--- src/rtl/tdp_pkg.sv ---
`default_nettype none
// ============================================================================
//  Package     : tdp_pkg
//  Description : Shared types for the tdp burst reader: request/command/output
//                word layouts, FSM state encoding and credit-width helper.
//  Revision    : 1.0 - initial release
// ============================================================================
package tdp_pkg;

  // Default field widths of the tdp port these structs describe
  localparam int TDP_W_DATA = 16;
  localparam int TDP_W_ADDR = 16;
  localparam int TDP_W_LEN  = 16;

  // Memory request word; field order is shared with the tdp port
  typedef struct packed {
    logic                  ctrl;
    logic [TDP_W_DATA-1:0] data;
    logic [TDP_W_ADDR-1:0] addr;
  } req_t;

  // Burst command word
  typedef struct packed {
    logic [TDP_W_LEN-1:0]  len;
    logic [TDP_W_ADDR-1:0] addr;
  } cmd_t;

  // Output stream word
  typedef struct packed {
    logic                  eot;
    logic [TDP_W_DATA-1:0] data;
  } dout_t;

  // Reader FSM state encoding
  typedef enum logic [1:0] {
    IDLE  = 2'd0,
    ISSUE = 2'd1,
    DRAIN = 2'd2
  } state_t;

  // Credit counter must be able to hold the value MAX_OUTST itself
  function automatic int credit_width(input int max_outst);
    return $clog2(max_outst + 1);
  endfunction

endpackage : tdp_pkg
`default_nettype wire

--- src/rtl/tdp_reader_fifo.sv ---
`default_nettype none
// ============================================================================
//  Module      : tdp_reader_fifo
//  Description : Synchronous FIFO (power-of-two DEPTH) with full/empty flags
//                and occupancy count. Pointers carry one extra wrap bit.
//  Revision    : 1.0 - initial release
// ============================================================================
module tdp_reader_fifo #(
  parameter int W     = 16,
  parameter int DEPTH = 4
) (
  input  logic                     clk,
  input  logic                     rst,
  input  logic                     push,
  input  logic [W-1:0]             push_data,
  input  logic                     pop,
  output logic [W-1:0]             pop_data,
  output logic                     full,
  output logic                     empty,
  output logic [$clog2(DEPTH):0]   count
);

  localparam int AW = $clog2(DEPTH);

  logic [W-1:0] mem [DEPTH];
  logic [AW:0]  wr_ptr;
  logic [AW:0]  rd_ptr;
  logic         do_push;
  logic         do_pop;

  // A push into a full FIFO is accepted only when a pop frees a slot the same cycle
  assign do_pop  = pop && !empty;
  assign do_push = push && (!full || do_pop);

  assign empty    = (wr_ptr == rd_ptr);
  assign full     = (wr_ptr[AW] != rd_ptr[AW]) && (wr_ptr[AW-1:0] == rd_ptr[AW-1:0]);
  assign count    = wr_ptr - rd_ptr;
  assign pop_data = mem[rd_ptr[AW-1:0]];

  // Storage array; contents need no reset because the flags gate every read
  always_ff @(posedge clk) begin
    if (do_push) begin
      mem[wr_ptr[AW-1:0]] <= push_data;
    end
  end

  // Read/write pointers
  always_ff @(posedge clk or negedge rst) begin
    if (!rst) begin
      wr_ptr <= '0;
      rd_ptr <= '0;
    end else begin
      if (do_push) begin
        wr_ptr <= wr_ptr + 1'b1;
      end
      if (do_pop) begin
        rd_ptr <= rd_ptr + 1'b1;
      end
    end
  end

endmodule : tdp_reader_fifo
`default_nettype wire

--- src/rtl/tdp_reader.sv ---
`default_nettype none
// ============================================================================
//  Module      : tdp_reader
//  Description : Burst read initiator for one tdp RAM port. Takes {len, addr},
//                issues len read requests under credit control, buffers the
//                returned words and re-emits them with eot on the last word.
//                Optional macro TDP_READER_WRAP_EN: addresses wrap from
//                DEPTH-1 to 0 (ring-buffer read) instead of at 2^W_ADDR.
//  Revision    : 1.0 - initial release
// ============================================================================
module tdp_reader
  import tdp_pkg::*;
#(
  parameter int W_DATA    = 16,
  parameter int W_ADDR    = 16,
  parameter int W_LEN     = 16,
  parameter int MAX_OUTST = 4,
  parameter int DEPTH     = 1024
) (
  input  logic                       clk,
  input  logic                       rst,
  // command: {len, addr}
  input  logic                       cmd_valid,
  output logic                       cmd_ready,
  input  logic [W_LEN+W_ADDR-1:0]    cmd_data,
  // memory request: {ctrl, data, addr}
  output logic                       req_valid,
  input  logic                       req_ready,
  output logic [W_DATA+W_ADDR:0]     req_data,
  // read data from the memory port
  input  logic                       rdata_valid,
  output logic                       rdata_ready,
  input  logic [W_DATA-1:0]          rdata_data,
  // output stream: {eot, data}
  output logic                       dout_valid,
  input  logic                       dout_ready,
  output logic [W_DATA:0]            dout_data
);

  localparam int CRED_W = credit_width(MAX_OUTST);
  localparam int CNT_W  = $clog2(MAX_OUTST) + 1;

`ifdef TDP_READER_WRAP_EN
  localparam bit WRAP_EN = 1'b1;
`else
  localparam bit WRAP_EN = 1'b0;
`endif

  state_t              state;
  state_t              state_nxt;
  logic [W_ADDR-1:0]   cur_addr;
  logic [W_ADDR-1:0]   next_addr;
  logic [W_LEN-1:0]    rem_req;
  logic [W_LEN-1:0]    rem_out;
  logic [CRED_W-1:0]   credits;
  logic [W_LEN-1:0]    cmd_len;
  logic [W_ADDR-1:0]   cmd_addr;
  logic                idle_ready;
  logic                issue_valid;
  logic                cmd_xfer;
  logic                cmd_start;
  logic                req_xfer;
  logic                dout_xfer;
  logic                fifo_full;
  logic                fifo_empty;
  logic [W_DATA-1:0]   fifo_head;
  logic [CNT_W-1:0]    fifo_count;

  assign cmd_len  = cmd_data[W_LEN+W_ADDR-1 -: W_LEN];
  assign cmd_addr = cmd_data[W_ADDR-1:0];

  // Ready outputs are gated by reset so they drop the instant rst falls
  assign cmd_ready   = idle_ready && rst;
  assign rdata_ready = !fifo_full && rst;
  assign req_valid   = issue_valid;
  assign req_data    = {1'b0, {W_DATA{1'b0}}, cur_addr};
  assign dout_valid  = !fifo_empty;
  assign dout_data   = {(rem_out == W_LEN'(1)), fifo_head};

  assign cmd_xfer  = cmd_valid && cmd_ready;
  assign cmd_start = cmd_xfer && (cmd_len != '0);
  assign req_xfer  = req_valid && req_ready;
  assign dout_xfer = dout_valid && dout_ready;

  // Address increment; a command addr beyond DEPTH-1 simply counts up to 2^W_ADDR
  assign next_addr = (WRAP_EN && (cur_addr == W_ADDR'(DEPTH - 1))) ? '0
                                                                 : cur_addr + W_ADDR'(1);

  // FSM next-state and handshake outputs
  always_comb begin
    state_nxt   = state;
    idle_ready  = 1'b0;
    issue_valid = 1'b0;
    case (state)
      IDLE: begin
        idle_ready = 1'b1;
        if (cmd_start) begin
          state_nxt = ISSUE;
        end
      end
      ISSUE: begin
        issue_valid = (credits < CRED_W'(MAX_OUTST));
        if (req_xfer && (rem_req == W_LEN'(1))) begin
          state_nxt = DRAIN;
        end
      end
      DRAIN: begin
        if (dout_xfer && (rem_out == W_LEN'(1))) begin
          state_nxt = IDLE;
        end
      end
      default: begin
        state_nxt = IDLE;
      end
    endcase
  end

  // FSM state register
  always_ff @(posedge clk or negedge rst) begin
    if (!rst) begin
      state <= IDLE;
    end else begin
      state <= state_nxt;
    end
  end

  // Request address and remaining-request counter
  always_ff @(posedge clk or negedge rst) begin
    if (!rst) begin
      cur_addr <= '0;
      rem_req  <= '0;
    end else if (cmd_start) begin
      cur_addr <= cmd_addr;
      rem_req  <= cmd_len;
    end else if (req_xfer) begin
      cur_addr <= next_addr;
      rem_req  <= rem_req - W_LEN'(1);
    end
  end

  // Remaining-output counter; drives eot on the final word
  always_ff @(posedge clk or negedge rst) begin
    if (!rst) begin
      rem_out <= '0;
    end else if (cmd_start) begin
      rem_out <= cmd_len;
    end else if (dout_xfer) begin
      rem_out <= rem_out - W_LEN'(1);
    end
  end

  // Credits: words issued but not yet emitted; bounds FIFO plus in-flight reads
  always_ff @(posedge clk or negedge rst) begin
    if (!rst) begin
      credits <= '0;
    end else begin
      case ({req_xfer, dout_xfer})
        2'b10:   credits <= credits + CRED_W'(1);
        2'b01:   credits <= credits - CRED_W'(1);
        default: credits <= credits;
      endcase
    end
  end

  tdp_reader_fifo #(
    .W     (W_DATA),
    .DEPTH (MAX_OUTST)
  ) u_fifo (
    .clk       (clk),
    .rst       (rst),
    .push      (rdata_valid && rdata_ready),
    .push_data (rdata_data),
    .pop       (dout_xfer),
    .pop_data  (fifo_head),
    .full      (fifo_full),
    .empty     (fifo_empty),
    .count     (fifo_count)
  );

  // Returned data is legal only while some issued read is not yet in the FIFO
  a_rdata_has_credit : assert property (
    @(posedge clk) disable iff (!rst)
    rdata_valid |-> (32'(credits) > 32'(fifo_count))
  );

endmodule : tdp_reader
`default_nettype wire

--- config.mk ---
export PLATFORM = sky130hd
export DESIGN_NAME = tdp_reader
export DESIGN_NICKNAME = d
export VERILOG_FILES = /design/src/rtl/tdp_pkg.sv /design/src/rtl/tdp_reader_fifo.sv /design/src/rtl/tdp_reader.sv
export SDC_FILE = /design/constraint.sdc
export NUM_CORES = 1
export LEC_CHECK = 0
export ABC_AREA = 1
export CAP_MARGIN = 20
export CORE_MARGIN = 2
export CORE_UTILIZATION = 54
export CTS_CLUSTER_SIZE = 28
export DETAILED_ROUTE_END_ITERATION = 10
export GPL_TIMING_DRIVEN = 0
export PLACE_DENSITY_LB_ADDON = 0.12
export SLEW_MARGIN = 20
export SYNTH_ARGS = -nofsm -noshare
export SYNTH_HDL_FRONTEND = slang
export SYNTH_SLANG_ARGS = --single-unit
--- constraint.sdc ---
create_clock -name clk -period 2.5 [get_ports clk]
set_input_delay 0.5 -clock clk [delete_from_list [all_inputs] [get_ports clk]]
set_output_delay 0.5 -clock clk [all_outputs]
set_load 0.01 [all_outputs]
==> flow_summary_export.csv, run 1 <==
group,metric,value,unit
worst_setup_path,worst-endpoint-required,2.00,ns
clock_tree,h-tree-depth,4,
global_routing,use_met2,0.472,
worst_setup_path,worst_ep_arrival_time,1.83,ns
clock_tree,cts_tree,"built",
clock_tree,clkSinkCount,123,
synthesis,syn-instance-count,755,
global_routing,wire_length_of_the_first_global_routing_pass,28.2,mm
floorplanning,floorplan.die_area,13000,um2
timing,setup_viol_count_final,0,
floorplanning,coreArea,11900,um2
pwr,cellPowerDensity,1200,nW/um2
floorplanning,num_io_pins,108,
cells_and_area,areaGrowthSynthToFinish,30.3,%
clock_tree,worst_path_clk_slew,0.06,ns
detailed_routing,drc_errors,0,
timing,grt_setup_unrepaired,"false",
detailed_routing,avgViaCountPerCell,5.53,
cells_and_area,final_util,0.715,
synthesis,post_synth_num_cell_types,36,
pwr,power_frac_seq,0.324,
cells_and_area,n_antenna_cell,0,
pwr,fin_total_pwr,10200,uW
worst_setup_path,path_cells,"buf_6 > inv_4 > nand2_1 > nand2_1 > nand3_4 > clkdlybuf4s50_1",
pwr,p_int,6340,uW
pwr,p_sw,3850,uW
global_routing,grt_busiest_layer,"met2",
timing,final.setup_skew,0.00671,ns
detailed_routing,antenna_violating_nets_left,0,
global_routing,grt_start_max_net_pins,50,
pwr,sw_frac_of_total,0.378,
worst_setup_path,timing.critical_path.mode_cell,"sky130_fd_sc_hd__nand2_1",
synthesis,synth.avg_cell_area,8.66,um2
floorplanning,die-width,114,um
detailed_routing,first_iter_violations,513,
synthesis,yosysSeqAreaShare,0.520,
clock_tree,cts_buffers,17,
clock_tree,clock_latency_at_the_later_pin_of_the_worst_skew_pair,0.41,ns
worst_setup_path,critical_path.slowest_cell,"sky130_fd_sc_hd__clkdlybuf4s50_1",
global_routing,globalRouteOverflowTotal,0,
cells_and_area,nets,954,
worst_hold_path,min-delay-path-class,"primary input to async pin",
timing,tightest_slew,0.598,ns
floorplanning,floorplan.die.height,114,um
floorplanning,number_of_rows_created_at_floorplan,40,
global_routing,gr-usage-met3,0.0728,
timing,fmaxAchievable,430,MHz
timing,final.min_clock_period,2.33,ns
pwr,clock_power_share,0.275,
floorplanning,start_util,0.549,
timing,relative_slew_margins,0.601,
timing,report.final.slew_viol_count,0,
pwr,comb_power_share,0.401,
detailed_routing,detailroute.via_count,5799,
clock_tree,cts-root-buf,"sky130_fd_sc_hd__clkbuf_16",
detailed_routing,wl_per_cell,16.7,um
place,dp_hpwl,12.2,mm
place,finalWeightedCongestion,0.922,
global_routing,global_route.usage.total,0.282,
synthesis,netlist_area,6540,um2
worst_setup_path,worstSetupPathType,"register to primary output",
global_routing,grt_use_met1,0.370,
worst_setup_path,crit_fanout,7,
global_routing,via_count_of_the_first_global_routing_pass,5725,
worst_setup_path,crit_path_end_kind,"primary output",
cells_and_area,drive_gt1_frac,0.121,
timing,finalHoldViolations,0,
worst_setup_path,slowest_delay,0.49,ns
job,max-cap-violations,0,
synthesis,yosys_register_bits,123,
worst_setup_path,worstSetupStartpointType,"register",
place,port_buffers,90,
timing,post-route-period-util,0.931,
outcome,run_status,"finished clean",
pwr,total_leakage_power,0.00375,uW
global_routing,number_of_antenna_violations_at_the_first_check_in_global_routing,0,
pwr,ir_worst_vdd,663,uV
detailed_routing,first_pass_iters,5,
detailed_routing,routed_wl,17.5,mm
clock_tree,cts_max_path_buffers,2,
synthesis,yosys_warnings,0,
worst paths after layout:
| path | start | to | slack, ns | depth (start not counted) |
|---|---|---|---|---|
| hold / removal | rst | u_fifo.wr_ptr[2]$_DFFE_PN0P_ | 0.08 | 2 |
| setup / recovery | u_fifo.rd_ptr[0]$_DFFE_PN0P_ | dout_valid | 0.17 | 6 |
| hold reg to reg | credits[0]$_DFFE_PN0P_ | credits[0]$_DFFE_PN0P_ | 0.51 | 1 |
| setup reg to reg | u_fifo.rd_ptr[0]$_DFFE_PN0P_ | credits[1]$_DFFE_PN0P_ | 0.22 | 12 |
| min in group clk | credits[0]$_DFFE_PN0P_ | credits[0]$_DFFE_PN0P_ | 0.51 | 1 |
| max in group asynchronous | rst | u_fifo.wr_ptr[0]$_DFFE_PN0P_ | 1.50 | 2 |
per-layer routing:
layer  wire, um  vias up  share of wire
li1           -     2777              -
met1       7700     2797           0.44
met2       8620      205           0.49
met3       1060       20          0.060
met4        168        0         0.0096
met5          0        -              0
logic make-up (layout without fill, tap and decap cells):
kind of cell,after synthesis,after routing,synth area share
other,1,17,0.000574
flip-flops,123,123,0.520
adder cells (fa/ha/maj),12,12,0.0241
buffers and inverters,106,236,0.0829
XOR/XNOR,18,18,0.0253
AO/OA/AOI/OAI,71,71,0.0601
AND/OR/NAND/NOR,424,424,0.287
layout by cell type (no fill, tap or decap), drive strengths merged, types with 14 or more instances in the layout:
| master | synthesis | final |
|---|---|---|
| nand2 | 173 | 173 |
| nand3 | 125 | 125 |
| nor2 | 100 | 100 |
| clkdlybuf4s50 | 0 | 71 |
| inv | 62 | 66 |
| edfxtp | 64 | 64 |
| dfrtp | 59 | 59 |
| o21ai | 45 | 45 |
| buf | 35 | 44 |
| clkbuf | 9 | 26 |
| conb | 1 | 17 |
| o22ai | 16 | 16 |
| dlygate4sd2 | 0 | 14 |
layout make-up:
class | count | area [um2]
fillers | 934 | 3400
clock buffers | 18 | 429
plain buffers | 44 | 359
inverters | 62 | 240
clock inverters | 14 | 240
repair buffers | 98 | 996
well taps | 147 | 184
flip-flops and latches | 123 | 3400
multi-input cells | 542 | 2670
Yosys cell counts:
cell / count / area, um2
sky130_fd_sc_hd__nor3_2: 1 / 10.0
sky130_fd_sc_hd__nor2_1: 98 / 368
sky130_fd_sc_hd__nand4_1: 7 / 43.8
sky130_fd_sc_hd__inv_4: 2 / 12.5
sky130_fd_sc_hd__nor2_2: 1 / 6.26
sky130_fd_sc_hd__nand2_1: 166 / 623
sky130_fd_sc_hd__o21ai_0: 39 / 195
sky130_fd_sc_hd__nand2_4: 1 / 11.3
sky130_fd_sc_hd__conb_1: 1 / 3.75
sky130_fd_sc_hd__or2_0: 1 / 6.26
sky130_fd_sc_hd__and2_1: 1 / 6.26
sky130_fd_sc_hd__nor3_1: 7 / 35.0
sky130_fd_sc_hd__edfxtp_1: 64 / 1920
sky130_fd_sc_hd__o21ai_1: 6 / 30.0
sky130_fd_sc_hd__buf_6: 6 / 67.6
sky130_fd_sc_hd__a21oi_1: 3 / 15.0
sky130_fd_sc_hd__xor2_2: 1 / 16.3
sky130_fd_sc_hd__o211ai_1: 6 / 45.0
sky130_fd_sc_hd__o22ai_1: 16 / 100
sky130_fd_sc_hd__buf_4: 23 / 173
sky130_fd_sc_hd__nand3_4: 1 / 17.5
sky130_fd_sc_hd__nand3b_1: 8 / 60.1
sky130_fd_sc_hd__inv_2: 6 / 22.5
sky130_fd_sc_hd__a21boi_0: 1 / 7.51
sky130_fd_sc_hd__nor2_4: 1 / 11.3
sky130_fd_sc_hd__xor2_1: 7 / 61.3
sky130_fd_sc_hd__inv_1: 54 / 203
sky130_fd_sc_hd__fa_1: 1 / 20.0
sky130_fd_sc_hd__dfrtp_1: 59 / 1480
sky130_fd_sc_hd__nand3_1: 124 / 621
sky130_fd_sc_hd__clkbuf_1: 9 / 33.8
sky130_fd_sc_hd__nor3b_4: 1 / 18.8
sky130_fd_sc_hd__nand2_2: 6 / 37.5
sky130_fd_sc_hd__buf_2: 6 / 30.0
sky130_fd_sc_hd__xnor2_1: 10 / 87.6
sky130_fd_sc_hd__ha_1: 11 / 138
per-stage QoR:
step	setup TNS, ns	hold slack, ns	cell area, um2	setup WS, ns	cells
after floorplan	0	0.204	6600	0.424	771
after global placement	-346.92	0.460	7680	-2.76	1008
after detailed placement	-0.588	0.367	7770	-0.213	1013
after CTS	0	0.0864	8500	0.00184	1048
after global routing	0	0.101	8510	0.0124	1048
final	0	0.0842	8510	0.172	1048
critical path: cells and delay by family (launching register included):
family	cells	cell delay (ns)
buffers and inverters	3	0.73
flip-flops	1	0.40
AND/OR/NAND/NOR	3	0.29
repair_timing:
action	in CTS	in global routing
buffers inserted	2	0
hold endpoints to repair	10	0
setup endpoints to repair	18	5
hold buffers	1	0
cloned	0	0
gates resized for setup	34	9
power by group through the flow:
stage          Sequential [uW]  Combinational, uW  Clock (uW)
2_1_floorplan             3230               2490           0
3_3_place_gp              3290               3850           0
3_5_place_dp              3310               4010           0
4_1_cts                   3280               4070        2820
5_1_grt                   3370               4550        2930
6_report                  3300               4080        2800
flip-flops by register name, indices dropped and copies added, names as in the netlist:
signal,flops
credits,3
cur_addr,16
rem_out,16
rem_req,16
state,2
u_fifo.mem,64
u_fifo.rd_ptr,3
u_fifo.wr_ptr,3
Power figures use the tool's default switching activity.
==> inputs of run 2 (changes only) <==
--- a/config.mk
+++ b/config.mk
@@ -13,7 +13,6 @@
 export DETAILED_ROUTE_END_ITERATION = 10
 export GPL_TIMING_DRIVEN = 0
 export PLACE_DENSITY_LB_ADDON = 0.12
-export SLEW_MARGIN = 20
 export SYNTH_ARGS = -nofsm -noshare
 export SYNTH_HDL_FRONTEND = slang
 export SYNTH_SLANG_ARGS = --single-unit
==> run 2 against run 1 <==
Net effect:
- cell area fell by 2.1%
- register-to-register slack worse by 0.04 ns
- die area stayed put
- critical path depth is the same
- sequential power about the same
- sequential cell count unchanged
- non-clock buffer count shrank 6
- fmax about the same
- cell count is 0.57% lower
- power is 4.2% lower
- core utilization is 1.5 points lower
- critical endpoint is now dout_data[6]
==> flow_summary_export.csv, run 2 (synthesis results as in run 1) <==
group,metric,value,unit
detailed_routing,detailroute.via_count,5736,
floorplanning,number_of_rows_created_at_floorplan,40,
detailed_routing,avgViaCountPerCell,5.50,
timing,fmaxAchievable,429,MHz
timing,relative_slew_margins,0.351,
place,placed_cells,1009,
clock_tree,cts_tree,"built",
detailed_routing,routed-wl-met2,8.29,mm
job,max-cap-violations,0,
timing,grt_setup_unrepaired,"false",
global_routing,globalRouteOverflowTotal,0,
timing,post-route-period-util,0.932,
cells_and_area,n_antenna_cell,0,
global_routing,wire_length_of_the_first_global_routing_pass,27.3,mm
detailed_routing,routed_wl,17.1,mm
pwr,clock_power_share,0.255,
detailed_routing,route.met3.wl,1.14,mm
clock_tree,cts-root-buf,"sky130_fd_sc_hd__clkbuf_16",
global_routing,number_of_antenna_violations_at_the_first_check_in_global_routing,0,
floorplanning,num_io_pins,108,
timing,finalHoldViolations,0,
timing,setup_viol_count_final,0,
worst_setup_path,crit_path_end_kind,"primary output",
worst_setup_path,worst-endpoint-required,2.00,ns
floorplanning,die-width,114,um
timing,final.min_clock_period,2.33,ns
clock_tree,cts_max_path_buffers,2,
worst_setup_path,worst_ep_arrival_time,1.83,ns
detailed_routing,first_iter_violations,454,
global_routing,global_route.usage.total,0.274,
place,port_buffers,90,
timing,final.setup_skew,0.00723,ns
clock_tree,clock_latency_at_the_later_pin_of_the_worst_skew_pair,0.42,ns
clock_tree,worst_path_clk_slew,0.06,ns
detailed_routing,maxUsedRoutingLayer,"met4",
cells_and_area,largest_register_ffs,64,
detailed_routing,first_pass_iters,6,
cells_and_area,drive_gt1_frac,0.116,
detailed_routing,antenna_violating_nets_left,0,
cells_and_area,nets,948,
pwr,power_frac_seq,0.338,
cells_and_area,layout.cells.most_common,"sky130_fd_sc_hd__nand2_1",
detailed_routing,drc_errors,0,
place,dp_hpwl,11.8,mm
cells_and_area,most_used_cells_in_the_layout_excluding_fill_and_tap_cells,"166 x sky130_fd_sc_hd__nand2_1, 124 x sky130_fd_sc_hd__nand3_1, 94 x sky130_fd_sc_hd__nor2_1",
timing,report.final.slew_viol_count,0,
floorplanning,floorplan.die_area,13000,um2
cells_and_area,areaGrowthSynthToFinish,27.5,%
place,finalWeightedCongestion,0.922,
worst_setup_path,crit_fanout,10,
detailed_routing,wl_per_cell,16.5,um
cells_and_area,stdcell_count,1042,
pwr,sw_frac_of_total,0.391,
pwr,comb_power_share,0.407,
pwr,ir_worst_vdd,578,uV
outcome,run_status,"finished clean",
global_routing,grt_start_max_net_pins,62,
clock_tree,clkSinkCount,123,
pwr,total_leakage_power,0.00364,uW
clock_tree,cts_buffers,17,
floorplanning,coreArea,11900,um2
worst_setup_path,worstSetupStartpointType,"register",
worst_setup_path,worstSetupPathType,"register to primary output",
timing,tightest_slew,0.972,ns
worst_hold_path,min-delay-path-class,"primary input to async pin",
detailed_routing,m1WireLength,7.50,mm
timing,finalSetupTns,0,ns
pwr,p_sw,3810,uW
cells_and_area,final_util,0.700,
global_routing,via_count_of_the_first_global_routing_pass,5607,
clock_tree,h-tree-depth,4,
floorplanning,start_util,0.549,
pwr,cellPowerDensity,1170,nW/um2
pwr,p_int,5940,uW
floorplanning,floorplan.die.height,114,um
clock_tree,holdBufCountCts,0,
-- run 2: cell types whose count changed in the layout (fill, tap and decap cells not counted), moves of 3 or more --
cell                             change
sky130_fd_sc_hd__clkinvlp_4          +3
sky130_fd_sc_hd__dlygate4sd2_1       +3
sky130_fd_sc_hd__clkbuf_8            -3
sky130_fd_sc_hd__bufinv_16           -3
sky130_fd_sc_hd__clkbuf_4            +4
sky130_fd_sc_hd__dlymetal6s2s_1      -3
-- run 2: timing repair --
action,4_1_cts,5_1_grt
setup endpoints to repair,33,2
resized for setup,36,4
buffers inserted,1,0
-- run 2: worst paths after layout --
check                                             start                            to  slack [ns]  depth (start not counted)
hold reg to reg                  credits[0]$_DFFE_PN0P_        credits[0]$_DFFE_PN0P_        0.51                          1
min in group clk                 credits[0]$_DFFE_PN0P_        credits[0]$_DFFE_PN0P_        0.51                          1
max in group asynchronous                           rst  u_fifo.rd_ptr[1]$_DFFE_PN0P_        2.02                          1
setup / recovery           u_fifo.rd_ptr[0]$_DFFE_PN0P_                  dout_data[6]        0.17                          6
hold / removal                                      rst  u_fifo.wr_ptr[0]$_DFFE_PN0P_        0.06                          1
setup reg to reg           u_fifo.rd_ptr[1]$_DFFE_PN0P_   u_fifo.mem[2][11]$_DFFE_PP_        0.18                          8
-- run 2: worst max-delay path, cell delays in order, from the launching register on --
cell and delay (ns):
sky130_fd_sc_hd__dfrtp_1 0.39, sky130_fd_sc_hd__buf_6 0.14, sky130_fd_sc_hd__inv_4 0.08, sky130_fd_sc_hd__clkbuf_4 0.21
sky130_fd_sc_hd__o21ai_0 0.11, sky130_fd_sc_hd__o22ai_1 0.17, sky130_fd_sc_hd__dlygate4sd2_1 0.30
-- run 2: cell type report --
| cell class | instances | area (um2) |
|---|---|---|
| Inverter | 62 | 240 |
| Clock buffer | 17 | 425 |
| Clock inverter | 15 | 171 |
| Multi-Input combinational cell | 542 | 2670 |
| Tap cell | 147 | 184 |
| Buffer | 44 | 337 |
| Sequential cell | 123 | 3400 |
| Timing Repair Buffer | 92 | 906 |
| Fill cell | 967 | 3580 |
-- run 2: layer usage --
| layer | vias up | track usage |
|---|---|---|
| met5 | - | 0 |
| met4 | 0 | 0.0935 |
| met3 | 22 | 0.0515 |
| met2 | 215 | 0.453 |
| met1 | 2742 | 0.365 |
| li1 | 2757 | - |
-- run 2: stage by stage --
stage,worst slack [ns],total power [uW],hold slack [ns],instance area [um2]
6_report,0.170,9750,0.0640,8330
5_1_grt,0.0250,10400,0.0974,8330
4_1_cts,0.00372,9750,0.0746,8330
3_5_place_dp,-0.304,7280,0.496,7700
3_3_place_gp,-2.76,7140,0.460,7680
2_1_floorplan,0.424,5720,0.204,6600
-- run 2: power groups by stage --
stage | Combinational (uW) | Sequential (uW) | Clock, uW
after CTS | 3970 | 3270 | 2510
after global routing | 4430 | 3370 | 2610
after floorplan | 2490 | 3230 | 0
final | 3970 | 3300 | 2490
after global placement | 3850 | 3290 | 0
after detailed placement | 3970 | 3310 | 0
==> inputs of run 3 (changes only) <==
--- a/config.mk
+++ b/config.mk
@@ -13,6 +13,7 @@
 export DETAILED_ROUTE_END_ITERATION = 10
 export GPL_TIMING_DRIVEN = 0
 export PLACE_DENSITY_LB_ADDON = 0.12
+export SKIP_LAST_GASP = 1
 export SYNTH_ARGS = -nofsm -noshare
 export SYNTH_HDL_FRONTEND = slang
 export SYNTH_SLANG_ARGS = --single-unit
==> results of run 3 <==
The final DEF is identical to that of run 2; final timing and power are the same.
